==> src/rtl/alu_operand_issuer_pkg.sv <==
// Shared opcodes, action-word field positions and FSM encoding
// for the per-lane ALU operand issuer.
package alu_operand_issuer_pkg;

    localparam logic [3:0] OP_NOP  = 4'b0000;
    localparam logic [3:0] OP_ADD  = 4'b0001;
    localparam logic [3:0] OP_SUB  = 4'b0010;
    localparam logic [3:0] OP_ADDI = 4'b1001;
    localparam logic [3:0] OP_SUBI = 4'b1010;

    localparam int OPC_LSB = 21;
    localparam int OPC_W   = 4;
    localparam int DST_LSB = 18;
    localparam int SRC_LSB = 15;
    localparam int IMM_LSB = 0;
    localparam int IMM_W   = 15;

    typedef enum logic [1:0] {
        IDLE,
        ISSUE,
        WAIT,
        OUT
    } state_t;

endpackage

==> src/rtl/alu_operand_issuer_operand_select.sv <==
// Combinational container mux for both ALU operands.
// Ports: phv in, idx_1/idx_2 in, cont_1/cont_2 out (0 when idx out of range).
module operand_select
    import alu_operand_issuer_pkg::*;
#(
    parameter int DATA_WIDTH = 48,
    parameter int NUM_CONT   = 8,
    parameter int CIDX_W     = 3
) (
    input  logic [NUM_CONT*DATA_WIDTH-1:0] phv,
    input  logic [CIDX_W-1:0]              idx_1,
    input  logic [CIDX_W-1:0]              idx_2,
    output logic [DATA_WIDTH-1:0]          cont_1,
    output logic [DATA_WIDTH-1:0]          cont_2
);

    // Indices with no matching container fall through to 0.
    always_comb begin
        cont_1 = '0;
        cont_2 = '0;
        for (int k = 0; k < NUM_CONT; k++) begin
            if (int'(idx_1) == k) begin
                cont_1 = phv[k*DATA_WIDTH +: DATA_WIDTH];
            end
            if (int'(idx_2) == k) begin
                cont_2 = phv[k*DATA_WIDTH +: DATA_WIDTH];
            end
        end
    end

endmodule

==> src/rtl/alu_operand_issuer.sv <==
// Single-lane RMT action ALU front/back end: decode, issue, write back.
// Ports: phv_in/action_word in (valid/ready), alu_* issue/result, phv_out (valid/ready), timeout_err.
module alu_operand_issuer
    import alu_operand_issuer_pkg::*;
#(
    parameter int STAGE      = 0,
    parameter int ACTION_LEN = 25,
    parameter int DATA_WIDTH = 48,
    parameter int NUM_CONT   = 8,
    parameter int CIDX_W     = 3,
    parameter int MAX_WAIT   = 8
) (
    input  logic                           clk,
    input  logic                           rst_n,
    input  logic [NUM_CONT*DATA_WIDTH-1:0] phv_in,
    input  logic [ACTION_LEN-1:0]          action_word,
    input  logic                           phv_in_valid,
    output logic                           phv_in_ready,
    output logic [ACTION_LEN-1:0]          alu_action,
    output logic                           alu_action_valid,
    output logic [DATA_WIDTH-1:0]          alu_operand_1,
    output logic [DATA_WIDTH-1:0]          alu_operand_2,
    input  logic [DATA_WIDTH-1:0]          alu_result,
    input  logic                           alu_result_valid,
    output logic [NUM_CONT*DATA_WIDTH-1:0] phv_out,
    output logic                           phv_out_valid,
    input  logic                           phv_out_ready,
    output logic                           timeout_err
);

    localparam int PHV_W = NUM_CONT * DATA_WIDTH;
    localparam int CNT_W = $clog2(MAX_WAIT + 1);

    state_t state_q;
    state_t state_d;

    logic [PHV_W-1:0]      phv_q;
    logic [ACTION_LEN-1:0] act_q;
    logic [DATA_WIDTH-1:0] op1_q;
    logic [DATA_WIDTH-1:0] op2_q;
    logic [CNT_W-1:0]      cnt_q;
    logic [CNT_W-1:0]      cnt_inc;
    logic                  tmo_q;

    logic                  accept;
    logic                  wr_en;
    logic                  tmo;

    logic [OPC_W-1:0]      opc_in;
    logic [CIDX_W-1:0]     dst_in;
    logic [CIDX_W-1:0]     src_in;
    logic [IMM_W-1:0]      imm_in;
    logic [CIDX_W-1:0]     dst_q;
    logic [DATA_WIDTH-1:0] imm_ext;
    logic [DATA_WIDTH-1:0] cont_1;
    logic [DATA_WIDTH-1:0] cont_2;
    logic [DATA_WIDTH-1:0] op2_sel;

    assign opc_in  = action_word[OPC_LSB +: OPC_W];
    assign dst_in  = action_word[DST_LSB +: CIDX_W];
    assign src_in  = action_word[SRC_LSB +: CIDX_W];
    assign imm_in  = action_word[IMM_LSB +: IMM_W];
    assign imm_ext = {{(DATA_WIDTH-IMM_W){1'b0}}, imm_in};
    assign dst_q   = act_q[DST_LSB +: CIDX_W];
    assign cnt_inc = cnt_q + 1'b1;

    // STAGE only labels the lane; the mux exists for every stage.
    if (STAGE >= 0) begin : g_sel
        operand_select #(
            .DATA_WIDTH (DATA_WIDTH),
            .NUM_CONT   (NUM_CONT),
            .CIDX_W     (CIDX_W)
        ) u_sel (
            .phv    (phv_in),
            .idx_1  (dst_in),
            .idx_2  (src_in),
            .cont_1 (cont_1),
            .cont_2 (cont_2)
        );
    end

    always_comb begin
        op2_sel = '0;
        unique case (1'b1)
            (opc_in == OP_ADD) || (opc_in == OP_SUB):
                op2_sel = cont_2;
            (opc_in == OP_ADDI) || (opc_in == OP_SUBI):
                op2_sel = imm_ext;
            default: ;
        endcase
    end

    always_ff @(posedge clk or negedge rst_n) begin
        if (!rst_n) begin
            state_q <= IDLE;
        end else begin
            state_q <= state_d;
        end
    end

    // A result in the final wait cycle beats the timeout.
    always_comb begin
        state_d          = state_q;
        accept           = 1'b0;
        wr_en            = 1'b0;
        tmo              = 1'b0;
        phv_in_ready     = 1'b0;
        alu_action_valid = 1'b0;
        phv_out_valid    = 1'b0;
        unique case (state_q)
            IDLE: begin
                phv_in_ready = 1'b1;
                if (phv_in_valid) begin
                    accept  = 1'b1;
                    state_d = (opc_in == OP_NOP) ? OUT : ISSUE;
                end
            end
            ISSUE: begin
                alu_action_valid = 1'b1;
                state_d          = WAIT;
            end
            WAIT: begin
                if (alu_result_valid) begin
                    wr_en   = 1'b1;
                    state_d = OUT;
                end else if (cnt_inc == CNT_W'(MAX_WAIT)) begin
                    tmo     = 1'b1;
                    state_d = OUT;
                end
            end
            OUT: begin
                phv_out_valid = 1'b1;
                if (phv_out_ready) begin
                    state_d = IDLE;
                end
            end
            default: state_d = IDLE;
        endcase
    end

    always_ff @(posedge clk or negedge rst_n) begin
        if (!rst_n) begin
            phv_q <= '0;
            act_q <= '0;
            op1_q <= '0;
            op2_q <= '0;
            cnt_q <= '0;
            tmo_q <= 1'b0;
        end else begin
            tmo_q <= tmo;
            if (accept) begin
                phv_q <= phv_in;
                act_q <= action_word;
                op1_q <= cont_1;
                op2_q <= op2_sel;
            end
            if (state_q == ISSUE) begin
                cnt_q <= '0;
            end else if (state_q == WAIT) begin
                cnt_q <= cnt_inc;
            end
            // Out-of-range destination matches no slot: write dropped.
            if (wr_en) begin
                for (int k = 0; k < NUM_CONT; k++) begin
                    if (int'(dst_q) == k) begin
                        phv_q[k*DATA_WIDTH +: DATA_WIDTH] <= alu_result;
                    end
                end
            end
        end
    end

    assign alu_action    = act_q;
    assign alu_operand_1 = op1_q;
    assign alu_operand_2 = op2_q;
    assign phv_out       = phv_q;
    assign timeout_err   = tmo_q;

endmodule

==> config.mk <==
export PLATFORM = sky130hd
export DESIGN_NAME = alu_operand_issuer
export DESIGN_NICKNAME = d
export VERILOG_FILES = /design/src/rtl/alu_operand_issuer_pkg.sv /design/src/rtl/alu_operand_issuer_operand_select.sv /design/src/rtl/alu_operand_issuer.sv
export SDC_FILE = /design/constraint.sdc
export NUM_CORES = 1
export LEC_CHECK = 0
export ABC_AREA = 1
export CORE_AREA = 5 5 377 379
export DETAILED_ROUTE_END_ITERATION = 16
export DIE_AREA = 0 0 382 384
export GPL_TIMING_DRIVEN = 0
export HOLD_SLACK_MARGIN = 0.08
export PLACE_DENSITY_LB_ADDON = 0.15
export SYNTH_ARGS = -nofsm -noshare
export SYNTH_HDL_FRONTEND = slang
export SYNTH_SLANG_ARGS = --single-unit
==> constraint.sdc <==
create_clock -name clk -period 5.8 [get_ports clk]
set_clock_uncertainty 0.1 [all_clocks]
set_input_delay 0.58 -clock clk [delete_from_list [all_inputs] [get_ports clk]]
set_output_delay 0.58 -clock clk [all_outputs]
set_load 0.1 [all_outputs]
Word-level counts from Yosys, hierarchy flattened --
Index checks and enable logic that the tools add are counted.
Cells by class: add/subtract/negate cells 1, equal/unequal tests 32, muxes and demuxes 45, reduce and logical (&&, ||, !) cells 9
Operator list (count):
- $mux W48 | 24
- $mux W384 | 2
- $pmux W48 S2 | 1
- $eq A3 B3 Y1 const B | 12
- $eq A3 B2 Y1 const B | 6
- $eq A4 B4 Y1 const B | 3
- $mux W1 | 10
- $mux W2 | 5
- $eq A3 B1 Y1 const B | 3
- $logic_not A3 Y1 | 3
- $mux W4 | 2
- $pmux W2 S4 | 1
- $add A4 B1 Y4 const B | 1
- $eq A2 B2 Y1 const B | 2
- $eq A4 B1 Y1 const B | 1
- $eq A4 B2 Y1 const B | 1
- $logic_not A4 Y1 | 1
- $ne A2 B2 Y1 const B | 2
- $ne A3 B3 Y1 const B | 1
- $reduce_and A3 Y1 | 1
- $eq A2 B1 Y1 const B | 1
- $logic_not A2 Y1 | 1
- $logic_or A1 B1 Y1 | 2
- $reduce_bool A2 Y1 | 1
Word-level totals: bits in registers 512, output and inout port bits 509, word-level logic and storage cells 94

Depth between registers and ports, before layout --
Gate-level depths: netlist (run 1).
depth after elaboration 10, gate-level depth with buffers 12

Hierarchy --
A second synthesis (run 1) with hierarchy kept.
Unflattened totals: cells, all modules 4000, area, all modules 28960.3 sq um
Modules (own cells, without submodules):
- alu_operand_issuer | instances 1, cells an instance 2724, area an instance 22591.7 sq um, sequential area each 12812.3 sq um
- operand_select | instances 1, cells an instance 1276, area an instance 6368.6 sq um, sequential area each 0.0 sq um

Worst setup path before layout (run 1) --
OpenSTA, ideal clock, no wires.
kind reg-to-reg, start point register state_q[0], end point register op1_q[0], in the netlist alu_operand_1[0], setup time 0.123 ns, arrival time 2.449 ns, data required time 5.577 ns, path slack 3.128 ns, stages on the path, launching flop included 9, path buffers 3, cell sequence dfrtp_1 -> inv_1 -> ha_1 -> nand2_1 -> buf_2 -> buf_2 -> clkbuf_1 -> a22oi_1 -> nand2_1
On the way: cells in the longest elaborated chain, start to end 2
Ends and longest elaborated chain:
- from (decl) | line alu_operand_issuer.sv:34 | state_t state_q;
- from (signal assigned) | line alu_operand_issuer.sv:97 | state_q <= state_d;
- $logic_not A2 Y1 | line alu_operand_issuer.sv:110 | unique case (state_q)
- $mux W1 | line alu_operand_issuer.sv:110
- to (signal assigned) | line alu_operand_issuer.sv:154 | op1_q <= cont_1;
- to (decl) | line alu_operand_issuer.sv:39 | logic [DATA_WIDTH-1:0] op1_q;
No other way between the ends. A chain may end at the register's enable or synchronous reset.

Worst setup path after layout (run 1) --
start point register state_q[0], end point register phv_q[5], in the netlist phv_out[5]
On the way: cells in the longest elaborated chain, start to end 5
Ends and longest elaborated chain:
- $logic_not A2 Y1 | line alu_operand_issuer.sv:110
- $mux W1 | line alu_operand_issuer.sv:110
- $mux W384 | line alu_operand_issuer.sv:151 | if (accept) begin
- $mux W48 | line alu_operand_issuer.sv:165 | if (int'(dst_q) == k) begin
- $mux W384 (*) | line alu_operand_issuer.sv:163 | if (wr_en) begin
- to (signal assigned) | line alu_operand_issuer.sv:152 | phv_q <= phv_in;
- to (signal, indexed assignment) | line alu_operand_issuer.sv:166 | phv_q[k*DATA_WIDTH +: DATA_WIDTH] <= alu_result;
- to (decl) | line alu_operand_issuer.sv:37 | logic [PHV_W-1:0] phv_q;
Mark *: on every way between the ends. The rest lies on a longest branch, timed or not.

==> flow_summary.html, run 1 <==
<table>
<tr><th>Metric</th><th>Value</th></tr>
<tr><th colspan="2">Routing</th></tr>
<tr><td>First-iteration detailed-routing DRC count</td><td>4049</td></tr>
<tr><td>Aggregate routed wire length</td><td>260000 um</td></tr>
<tr><td>Pre-antenna DRT Iters</td><td>5</td></tr>
<tr><td>DRC Markers</td><td>0</td></tr>
<tr><td>Per-cell via count in the routed design</td><td>5.16</td></tr>
<tr><td>Post-detailed-route count of antenna-violating nets</td><td>0</td></tr>
<tr><td>Overall via count from detail_route</td><td>36500</td></tr>
<tr><td>Average wire per cell in the routed design</td><td>36.7 um</td></tr>
<tr><th colspan="2">Worst setup path</th></tr>
<tr><td>Critical-path cell with the highest stage delay</td><td>sky130_fd_sc_hd__clkbuf_1</td></tr>
<tr><td>Critical Path, Cell by Cell</td><td>inv_1 &gt; ha_1 &gt; nand2_1 &gt; nor2_1 &gt; nand2_1 &gt; clkbuf_1 &gt; clkbuf_1 &gt; a31oi_1</td></tr>
<tr><td>Critical path endpoint category</td><td>flop</td></tr>
<tr><td>Worst setup SP type</td><td>flop</td></tr>
<tr><td>Worst EP arrival</td><td>4.52 ns</td></tr>
<tr><td>Worst Path Required</td><td>6.18 ns</td></tr>
<tr><td>Crit path kind</td><td>flop to flop</td></tr>
<tr><td>Family of cells with the greatest summed delay on the critical path</td><td>buffers and inverters</td></tr>
<tr><td>Maximum fanout encountered on the critical timing path</td><td>10</td></tr>
<tr><td>Cell depth of the worst flop-to-flop path</td><td>8</td></tr>
<tr><td>Worst path buffer plus inverter count</td><td>3</td></tr>
<tr><td>Largest incremental delay on the critical path</td><td>1.05 ns</td></tr>
<tr><td>Cell depth of the worst setup path</td><td>8</td></tr>
<tr><th colspan="2">STA</th></tr>
<tr><td>Setup tns final</td><td>0 ns</td></tr>
<tr><td>Pins Over Slew Limit</td><td>22</td></tr>
<tr><td>Share of the clock period used by the worst path after layout</td><td>0.713</td></tr>
<tr><td>Transition time at the pin with the least slew margin</td><td>1.52 ns</td></tr>
<tr><td>Worst slew margin</td><td>-0.0165</td></tr>
<tr><td>Total count of hold-check failures in the final report</td><td>0</td></tr>
<tr><td>RSZ-0062 raised after global routing</td><td>false</td></tr>
<tr><td>Achievable Freq</td><td>242 MHz</td></tr>
<tr><td>Minimum period implied by the final worst setup slack</td><td>4.14 ns</td></tr>
<tr><td>Setup-failing EPs final</td><td>0</td></tr>
<tr><th colspan="2">Clock network</th></tr>
<tr><td>CTS sink cnt</td><td>512</td></tr>
<tr><td>Setup fix buffers added after clock tree synthesis</td><td>0</td></tr>
<tr><td>CTS Hold Buffers Added</td><td>1</td></tr>
<tr><td>Number of buffers created by CTS</td><td>73</td></tr>
<tr><td>CTS-repair resized insts</td><td>0</td></tr>
<tr><td>CTS tree</td><td>built</td></tr>
<tr><td>Clk root buf</td><td>sky130_fd_sc_hd__clkbuf_16</td></tr>
<tr><td>Clock-pin transition on the worst setup and hold timing paths</td><td>0.06 ns</td></tr>
<tr><td>Clk Latency, worst-skew pair</td><td>0.68 ns</td></tr>
<tr><td>Number of H-tree levels</td><td>3</td></tr>
<tr><td>CTS Buffer Depth</td><td>3</td></tr>
<tr><th colspan="2">Yosys</th></tr>
<tr><td>Post-synth design cell area</td><td>0.0283 sq mm</td></tr>
<tr><td>Post-synthesis net count</td><td>4596</td></tr>
<tr><td>Cell count after synthesis</td><td>4129</td></tr>
<tr><td>Portion of the post-synthesis area used by sequential elements</td><td>0.452</td></tr>
<tr><td>Synth Area per Inst</td><td>6.86 sq um</td></tr>
<tr><td>Syn. warnings</td><td>0</td></tr>
<tr><td>Post-synthesis sequential element count</td><td>512</td></tr>
<tr><td>Yosys cell types</td><td>28</td></tr>
<tr><th colspan="2">GRT</th></tr>
<tr><td>Total GRT Usage</td><td>0.339</td></tr>
<tr><td>Wire length of the first global-routing pass</td><td>335000 um</td></tr>
<tr><td>Via count of the first global-routing pass</td><td>35000</td></tr>
<tr><td>Maximum number of pins on one net before global-route repair</td><td>99</td></tr>
<tr><td>Total congestion overflow after global routing</td><td>0</td></tr>
<tr><td>Initial antenna violation count</td><td>54</td></tr>
<tr><th colspan="2">Placed design</th></tr>
<tr><td>Routability cong.</td><td>0.917</td></tr>
<tr><td>Placed wire-length estimate</td><td>192000 um</td></tr>
<tr><td>Buffers added on ports</td><td>966</td></tr>
<tr><th colspan="2">Layout</th></tr>
<tr><td>Layout cells sized above 1</td><td>0.0472</td></tr>
<tr><td>Filler cells</td><td>15100</td></tr>
<tr><td>P&amp;R area growth vs syn</td><td>52.0%</td></tr>
<tr><td>Final layout net count</td><td>5645</td></tr>
<tr><th colspan="2">Hold path</th></tr>
<tr><td>Cell count of the worst hold path</td><td>3</td></tr>
<tr><td>Worst hold path type</td><td>input port to flop</td></tr>
<tr><th colspan="2">Status</th></tr>
<tr><td>Status</td><td>complete, but fails checks</td></tr>
<tr><td>Failing checks</td><td>capacitance limit, slew limit</td></tr>
<tr><th colspan="2">Pwr</th></tr>
<tr><td>Worst vdd ir</td><td>0.000402 V</td></tr>
<tr><td>Design Power</td><td>32800 uW</td></tr>
<tr><td>Power per unit of standard cell area</td><td>762 mW/mm^2</td></tr>
<tr><td>Leakage dissipation</td><td>0.0197 uW</td></tr>
<tr><th colspan="2">Flow run</th></tr>
<tr><td>Max-capacitance violation count</td><td>2</td></tr>
<tr><th colspan="2">Die</th></tr>
<tr><td>Vertical die dimension</td><td>384 um</td></tr>
<tr><td>Area enclosed by the die boundary</td><td>0.147 sq mm</td></tr>
<tr><td>Width of the die</td><td>382 um</td></tr>
<tr><td>Initial standard-cell utilization of the core</td><td>0.205</td></tr>
<tr><td>Core region area</td><td>0.139 sq mm</td></tr>
<tr><td>Cell row count</td><td>137</td></tr>
<tr><td>Number of ports placed on the die boundary</td><td>971</td></tr>
</table>
## power breakdown
group	switching [uW]	leakage (uW)	internal, uW
registers	1060	0.00642	5200
logic	17300	0.0121	4320
clock network	2060	0.00123	2870
## worst paths after layout
check	slack [ns]	startpoint	to
max	1.66	state_q[0]	phv_out[5]
min reg2reg	0.37	alu_operand_1[43]	alu_operand_1[43]
min	0.29	action_word[15]	alu_action[15]
max reg2reg	1.66	state_q[0]	phv_out[5]
min in group asynchronous	0.30	rst_n	phv_out[205]
max in group asynchronous	3.78	rst_n	alu_operand_2[40]
## metal layers
metal	vias up	wire (um)	global-route usage
met4	22	12900	0.160
li1	15500	-	-
met3	490	23000	0.0889
met2	2168	118000	0.541
met5	-	124	0
met1	18300	106000	0.427
## worst min-delay path, stage by stage
cell,delay (ns)
sky130_fd_sc_hd__buf_4,0.16
sky130_fd_sc_hd__inv_2,0.15
sky130_fd_sc_hd__o21ai_0,0.12
## cells in the final DEF (no fill, tap or decap), types with 2 or more instances in the layout
master and instances:
sky130_fd_sc_hd__inv_16 2, sky130_fd_sc_hd__inv_2 12, sky130_fd_sc_hd__nor3_2 2, sky130_fd_sc_hd__clkinvlp_4 5, sky130_fd_sc_hd__nand2_1 1601, sky130_fd_sc_hd__diode_2 37
sky130_fd_sc_hd__nand3_1 96, sky130_fd_sc_hd__clkbuf_8 18, sky130_fd_sc_hd__ha_1 5, sky130_fd_sc_hd__nor3_4 3, sky130_fd_sc_hd__clkbuf_2 12, sky130_fd_sc_hd__buf_4 12
sky130_fd_sc_hd__clkbuf_16 76, sky130_fd_sc_hd__nor4_1 15, sky130_fd_sc_hd__buf_8 2, sky130_fd_sc_hd__clkinv_2 11, sky130_fd_sc_hd__dfrtp_1 512, sky130_fd_sc_hd__clkdlybuf4s50_1 965
sky130_fd_sc_hd__a21oi_1 208, sky130_fd_sc_hd__o21ai_0 386, sky130_fd_sc_hd__a22oi_1 12, sky130_fd_sc_hd__a31oi_1 204, sky130_fd_sc_hd__inv_1 264, sky130_fd_sc_hd__buf_16 5
sky130_fd_sc_hd__nor3_1 4, sky130_fd_sc_hd__nor2_1 421, sky130_fd_sc_hd__o22ai_1 10, sky130_fd_sc_hd__buf_1 15, sky130_fd_sc_hd__inv_6 2, sky130_fd_sc_hd__bufinv_16 5
sky130_fd_sc_hd__buf_2 77, sky130_fd_sc_hd__nand4_1 83, sky130_fd_sc_hd__clkbuf_1 182
## cell type report
cell class / count / area, sq um / area share
Tap cell: 1807 / 2260 / 0.0525
Clock buffer: 108 / 2200 / 0.0511
Buffer: 284 / 1220 / 0.0284
Clock inverter: 26 / 317 / 0.00735
Timing Repair Buffer: 974 / 9860 / 0.229
Antenna cell: 37 / 92.6 / 0.00215
Sequential cell: 512 / 12800 / 0.297
Multi-Input combinational cell: 3056 / 13300 / 0.308
Inverter: 277 / 1040 / 0.0241
## registers in the layout, indices dropped and copies added (netlist names)
register       cells
phv_out          384
alu_operand_1     48
alu_operand_2     48
alu_action        25
cnt_q              4
state_q            2
timeout_err        1
## cell usage after synthesis
cell type | number | share of area
sky130_fd_sc_hd__or2_2 | 1 | 0.00022
sky130_fd_sc_hd__nor3_4 | 3 | 0.0017
sky130_fd_sc_hd__ha_1 | 5 | 0.0022
sky130_fd_sc_hd__nand2_1 | 1601 | 0.21
sky130_fd_sc_hd__buf_2 | 76 | 0.013
sky130_fd_sc_hd__o22ai_1 | 10 | 0.0022
sky130_fd_sc_hd__a22o_1 | 1 | 0.00031
sky130_fd_sc_hd__dfrtp_1 | 512 | 0.45
sky130_fd_sc_hd__nand3_1 | 96 | 0.017
sky130_fd_sc_hd__buf_4 | 12 | 0.0032
sky130_fd_sc_hd__clkinv_1 | 1 | 0.00013
sky130_fd_sc_hd__a41oi_1 | 1 | 0.00031
sky130_fd_sc_hd__buf_1 | 16 | 0.0021
sky130_fd_sc_hd__a22oi_1 | 12 | 0.0032
sky130_fd_sc_hd__nor3_2 | 2 | 0.00071
sky130_fd_sc_hd__nand4_1 | 83 | 0.018
sky130_fd_sc_hd__xnor2_1 | 1 | 0.00031
sky130_fd_sc_hd__nor2_1 | 421 | 0.056
sky130_fd_sc_hd__o21ai_0 | 386 | 0.068
sky130_fd_sc_hd__a31oi_1 | 204 | 0.045
sky130_fd_sc_hd__nor4_1 | 15 | 0.0033
sky130_fd_sc_hd__inv_2 | 12 | 0.0016
sky130_fd_sc_hd__clkbuf_1 | 180 | 0.024
sky130_fd_sc_hd__a21oi_1 | 208 | 0.037
sky130_fd_sc_hd__nor3_1 | 4 | 0.00071
sky130_fd_sc_hd__nand3b_1 | 1 | 0.00026
sky130_fd_sc_hd__inv_1 | 264 | 0.035
sky130_fd_sc_hd__xor2_1 | 1 | 0.00031
## kinds of logic after synthesis
logic type	count (synthesis)	synth area share
buffers and inverters	561	0.0792
xor gates and xnor gates	2	0.000618
and+or+nand+nor	2227	0.310
AOI/OAI and AO/OA	822	0.156
adders and majority gates	5	0.00221
DFF	512	0.452
## metrics by stage
stage           util  instance area, sq um  worst slack [ns]  hold slack (ns)  cells
2_1_floorplan      -                 28300              3.13            0.184   4129
3_3_place_gp   0.291                 40300            -23.27            0.362   6902
3_5_place_dp   0.292                 40500              1.25            0.365   6909
4_1_cts        0.310                 43000              1.67            0.232   7044
5_1_grt        0.311                 43000              1.60            0.279   7060
6_report       0.311                 43100              1.66            0.286   7081
Note: power is estimated with default switching activity, not from simulation.
==> run 2, diff against run 1 <==
- clock period: 5.8 -> 3.4 ns (I/O delays scaled with it)
==> run 2 against run 1 <==
Sequential power rose by 71%. Largest power group unchanged. Setup slack worse by 1.6 ns. Utilization grew 0.10 points. Critical path depth increased by 1. Fmax increased by 24%. The flow still finishes with violations (capacitance limit, slew limit). Sequential share of layout area is 0.10 points lower. Sequential cell count is the same. Combinational power increased by 71%. Non-clock buffer count up 3. Clock power increased by 70%.
==> flow_summary.html, run 2 (synthesis gave the netlist of run 1 again) <==
<table>
<tr><th>Metric</th><th>Value</th></tr>
<tr><th colspan="2">STA</th></tr>
<tr><td>Achievable Freq</td><td>299 MHz</td></tr>
<tr><td>RSZ-0062 raised after global routing</td><td>false</td></tr>
<tr><td>Total count of hold-check failures in the final report</td><td>0</td></tr>
<tr><td>Hold Worst Slack</td><td>0.134 ns</td></tr>
<tr><td>Final critical-path setup slack</td><td>0.0565 ns</td></tr>
<tr><td>Setup-failing EPs final</td><td>0</td></tr>
<tr><td>Minimum period implied by the final worst setup slack</td><td>3.34 ns</td></tr>
<tr><td>Worst slew margin</td><td>-0.0274</td></tr>
<tr><td>Transition time at the pin with the least slew margin</td><td>1.54 ns</td></tr>
<tr><td>Share of the clock period used by the worst path after layout</td><td>0.983</td></tr>
<tr><td>Pins Over Slew Limit</td><td>11</td></tr>
<tr><th colspan="2">Layout</th></tr>
<tr><td>Leading cell type in the layout, fill and taps excluded</td><td>sky130_fd_sc_hd__nand2_1</td></tr>
<tr><td>Final layout net count</td><td>5648</td></tr>
<tr><td>Most frequent cells in the layout</td><td>1600 x sky130_fd_sc_hd__nand2_1, 965 x sky130_fd_sc_hd__clkdlybuf4s50_1, 512 x sky130_fd_sc_hd__dfrtp_1</td></tr>
<tr><td>Layout cells sized above 1</td><td>0.0576</td></tr>
<tr><td>Final std cells w/o fill</td><td>7078</td></tr>
<tr><td>Number of flip-flops under the largest register name</td><td>384</td></tr>
<tr><td>P&amp;R area growth vs syn</td><td>52.5%</td></tr>
<tr><td>Final core utilization</td><td>0.312</td></tr>
<tr><td>Post-Layout Inst Area</td><td>0.0432 sq mm</td></tr>
<tr><td>Filler cells</td><td>15100</td></tr>
<tr><th colspan="2">Die</th></tr>
<tr><td>Cell row count</td><td>137</td></tr>
<tr><td>Area enclosed by the die boundary</td><td>0.147 sq mm</td></tr>
<tr><td>Number of ports placed on the die boundary</td><td>971</td></tr>
<tr><td>Vertical die dimension</td><td>384 um</td></tr>
<tr><td>Initial standard-cell utilization of the core</td><td>0.205</td></tr>
<tr><td>Width of the die</td><td>382 um</td></tr>
<tr><td>Core region area</td><td>0.139 sq mm</td></tr>
<tr><th colspan="2">Worst setup path</th></tr>
<tr><td>Critical path endpoint category</td><td>flop</td></tr>
<tr><td>Worst reg-to-reg setup slack</td><td>0.06 ns</td></tr>
<tr><td>Worst setup SP type</td><td>flop</td></tr>
<tr><td>Worst Path Required</td><td>3.89 ns</td></tr>
<tr><td>Worst path buffer plus inverter count</td><td>3</td></tr>
<tr><td>Cell occurring most often along the worst timing path</td><td>sky130_fd_sc_hd__nand2_1</td></tr>
<tr><td>Reg2reg start</td><td>state_q[0]</td></tr>
<tr><td>Critical Path, Cell by Cell</td><td>inv_1 &gt; ha_1 &gt; nand2_1 &gt; clkdlybuf4s15_1 &gt; clkbuf_1 &gt; nand2_1 &gt; o21ai_0 &gt; nand2_1 &gt; o21ai_0</td></tr>
<tr><td>Critical-path cell with the highest stage delay</td><td>sky130_fd_sc_hd__clkdlybuf4s15_1</td></tr>
<tr><td>Largest incremental delay on the critical path</td><td>0.90 ns</td></tr>
<tr><td>Crit path kind</td><td>flop to flop</td></tr>
<tr><td>Cell depth of the worst flop-to-flop path</td><td>9</td></tr>
<tr><td>Family of cells with the greatest summed delay on the critical path</td><td>buffers and inverters</td></tr>
<tr><td>Worst EP arrival</td><td>3.83 ns</td></tr>
<tr><td>Timing startpoint of the critical path</td><td>state_q[0]</td></tr>
<tr><td>Worst flop-to-flop path endpoint</td><td>phv_out[149]</td></tr>
<tr><td>Maximum fanout encountered on the critical timing path</td><td>10</td></tr>
<tr><th colspan="2">Flow run</th></tr>
<tr><td>Max-capacitance violation count</td><td>1</td></tr>
<tr><th colspan="2">GRT</th></tr>
<tr><td>Via count of the first global-routing pass</td><td>35000</td></tr>
<tr><td>Met1 Usage GRT</td><td>0.428</td></tr>
<tr><td>Met2 capacity usage during global routing</td><td>0.541</td></tr>
<tr><td>Initial antenna violation count</td><td>52</td></tr>
<tr><td>Total GRT Usage</td><td>0.339</td></tr>
<tr><td>M3 GR Usage</td><td>0.0884</td></tr>
<tr><td>Busiest layer in global routing</td><td>met2</td></tr>
<tr><td>Total congestion overflow after global routing</td><td>0</td></tr>
<tr><td>Maximum number of pins on one net before global-route repair</td><td>99</td></tr>
<tr><td>Wire length of the first global-routing pass</td><td>335000 um</td></tr>
<tr><th colspan="2">Placed design</th></tr>
<tr><td>Post-Place Cell Area</td><td>0.0405 sq mm</td></tr>
<tr><td>Count of placed standard cells including taps</td><td>6909</td></tr>
<tr><td>Routability cong.</td><td>0.917</td></tr>
<tr><td>Placed wire-length estimate</td><td>192000 um</td></tr>
<tr><td>Post-Place Setup Slack</td><td>-0.909 ns</td></tr>
<tr><td>Buffers added on ports</td><td>966</td></tr>
<tr><th colspan="2">Routing</th></tr>
<tr><td>DRC Markers</td><td>0</td></tr>
<tr><td>First-iteration detailed-routing DRC count</td><td>4098</td></tr>
<tr><td>Average wire per cell in the routed design</td><td>36.7 um</td></tr>
<tr><td>Pre-antenna DRT Iters</td><td>6</td></tr>
<tr><td>Post-detailed-route count of antenna-violating nets</td><td>0</td></tr>
<tr><td>Aggregate routed wire length</td><td>260000 um</td></tr>
<tr><td>Per-cell via count in the routed design</td><td>5.17</td></tr>
<tr><td>Overall via count from detail_route</td><td>36600</td></tr>
<tr><th colspan="2">Hold path</th></tr>
<tr><td>Worst hold path type</td><td>input port to flop</td></tr>
<tr><td>Hold path startpoint</td><td>action_word[0]</td></tr>
<tr><td>Hold EP</td><td>alu_action[0]</td></tr>
<tr><td>Cell count of the worst hold path</td><td>3</td></tr>
<tr><th colspan="2">Clock network</th></tr>
<tr><td>Setup fix buffers added after clock tree synthesis</td><td>0</td></tr>
<tr><td>Number of buffers created by CTS</td><td>73</td></tr>
<tr><td>Clk root buf</td><td>sky130_fd_sc_hd__clkbuf_16</td></tr>
<tr><td>Number of H-tree levels</td><td>3</td></tr>
<tr><td>CTS sink cnt</td><td>512</td></tr>
<tr><td>CTS tree</td><td>built</td></tr>
<tr><td>Clk Latency, worst-skew pair</td><td>0.68 ns</td></tr>
<tr><td>Clock-pin transition on the worst setup and hold timing paths</td><td>0.06 ns</td></tr>
<tr><td>CTS Buffer Depth</td><td>3</td></tr>
<tr><th colspan="2">Pwr</th></tr>
<tr><td>Worst vdd ir</td><td>0.000686 V</td></tr>
<tr><td>Leakage dissipation</td><td>0.0199 uW</td></tr>
<tr><td>Power per unit of standard cell area</td><td>1300 mW/mm^2</td></tr>
<tr><th colspan="2">Status</th></tr>
<tr><td>Failing checks</td><td>capacitance limit, slew limit</td></tr>
<tr><td>Status</td><td>complete, but fails checks</td></tr>
</table>
==> run 2: repair_timing <==
item / 4_1_cts / 5_1_grt
gates resized for setup: 45 / 46
hold buffers: 5 / 0
hold endpoints to repair: 320 / 0
endpoints found under the setup margin: 393 / 108
==> run 2: layout make-up <==
| cell class | instances | area (sq um) | area share |
|---|---|---|---|
| Antenna cell | 31 | 77.6 | 0.00179 |
| Timing Repair Buffer | 978 | 9910 | 0.229 |
| Multi-Input combinational cell | 3056 | 13300 | 0.307 |
| Tap cell | 1807 | 2260 | 0.0523 |
| Sequential cell | 512 | 12800 | 0.296 |
| Buffer | 283 | 1320 | 0.0306 |
| Clock inverter | 26 | 317 | 0.00732 |
| Inverter | 277 | 1040 | 0.0240 |
| Clock buffer | 108 | 2200 | 0.0509 |
==> run 2: how the worst max path moves through the flow <==
stage                              to  slack (ns)  cells past startpoint
finish                   phv_out[149]        0.06                      9
global route             phv_out[150]       0.001                      9
CTS                      phv_out[246]       0.008                      8
detailed placement         phv_out[5]       -0.91                      7
global placement    alu_operand_1[39]      -25.43                      1
floorplan            alu_operand_1[0]        0.73                      8
==> run 2: routing by layer <==
metal | vias to the layer above | share of wire
li1 | 15500 | -
met1 | 18300 | 0.41
met2 | 2208 | 0.45
met3 | 492 | 0.090
met4 | 16 | 0.051
met5 | - | 0.00038
==> run 2: power breakdown <==
group / internal, uW / total, uW / switching (uW)
clock network: 4900 / 8390 / 3500
logic: 7410 / 37000 / 29600
registers: 8860 / 10700 / 1810
==> run 2: stage by stage <==
| step | total power, uW | TNS [ns] |
|---|---|---|
| after floorplan | 35300 | 0 |
| after global placement | 47400 | - |
| after detailed placement | 47500 | -178.40 |
| after CTS | 56000 | 0 |
| after global routing | 57600 | 0 |
| final | 56000 | 0 |
==> run 2: worst register-to-register path, delay by kind of cell, from the launching register on <==
kind            cells  cell delay [ns]
simple gates        3             0.52
buf+inv             3             1.75
fa+ha+maj           1             0.27
compound gates      2             0.20
flops               1             0.41
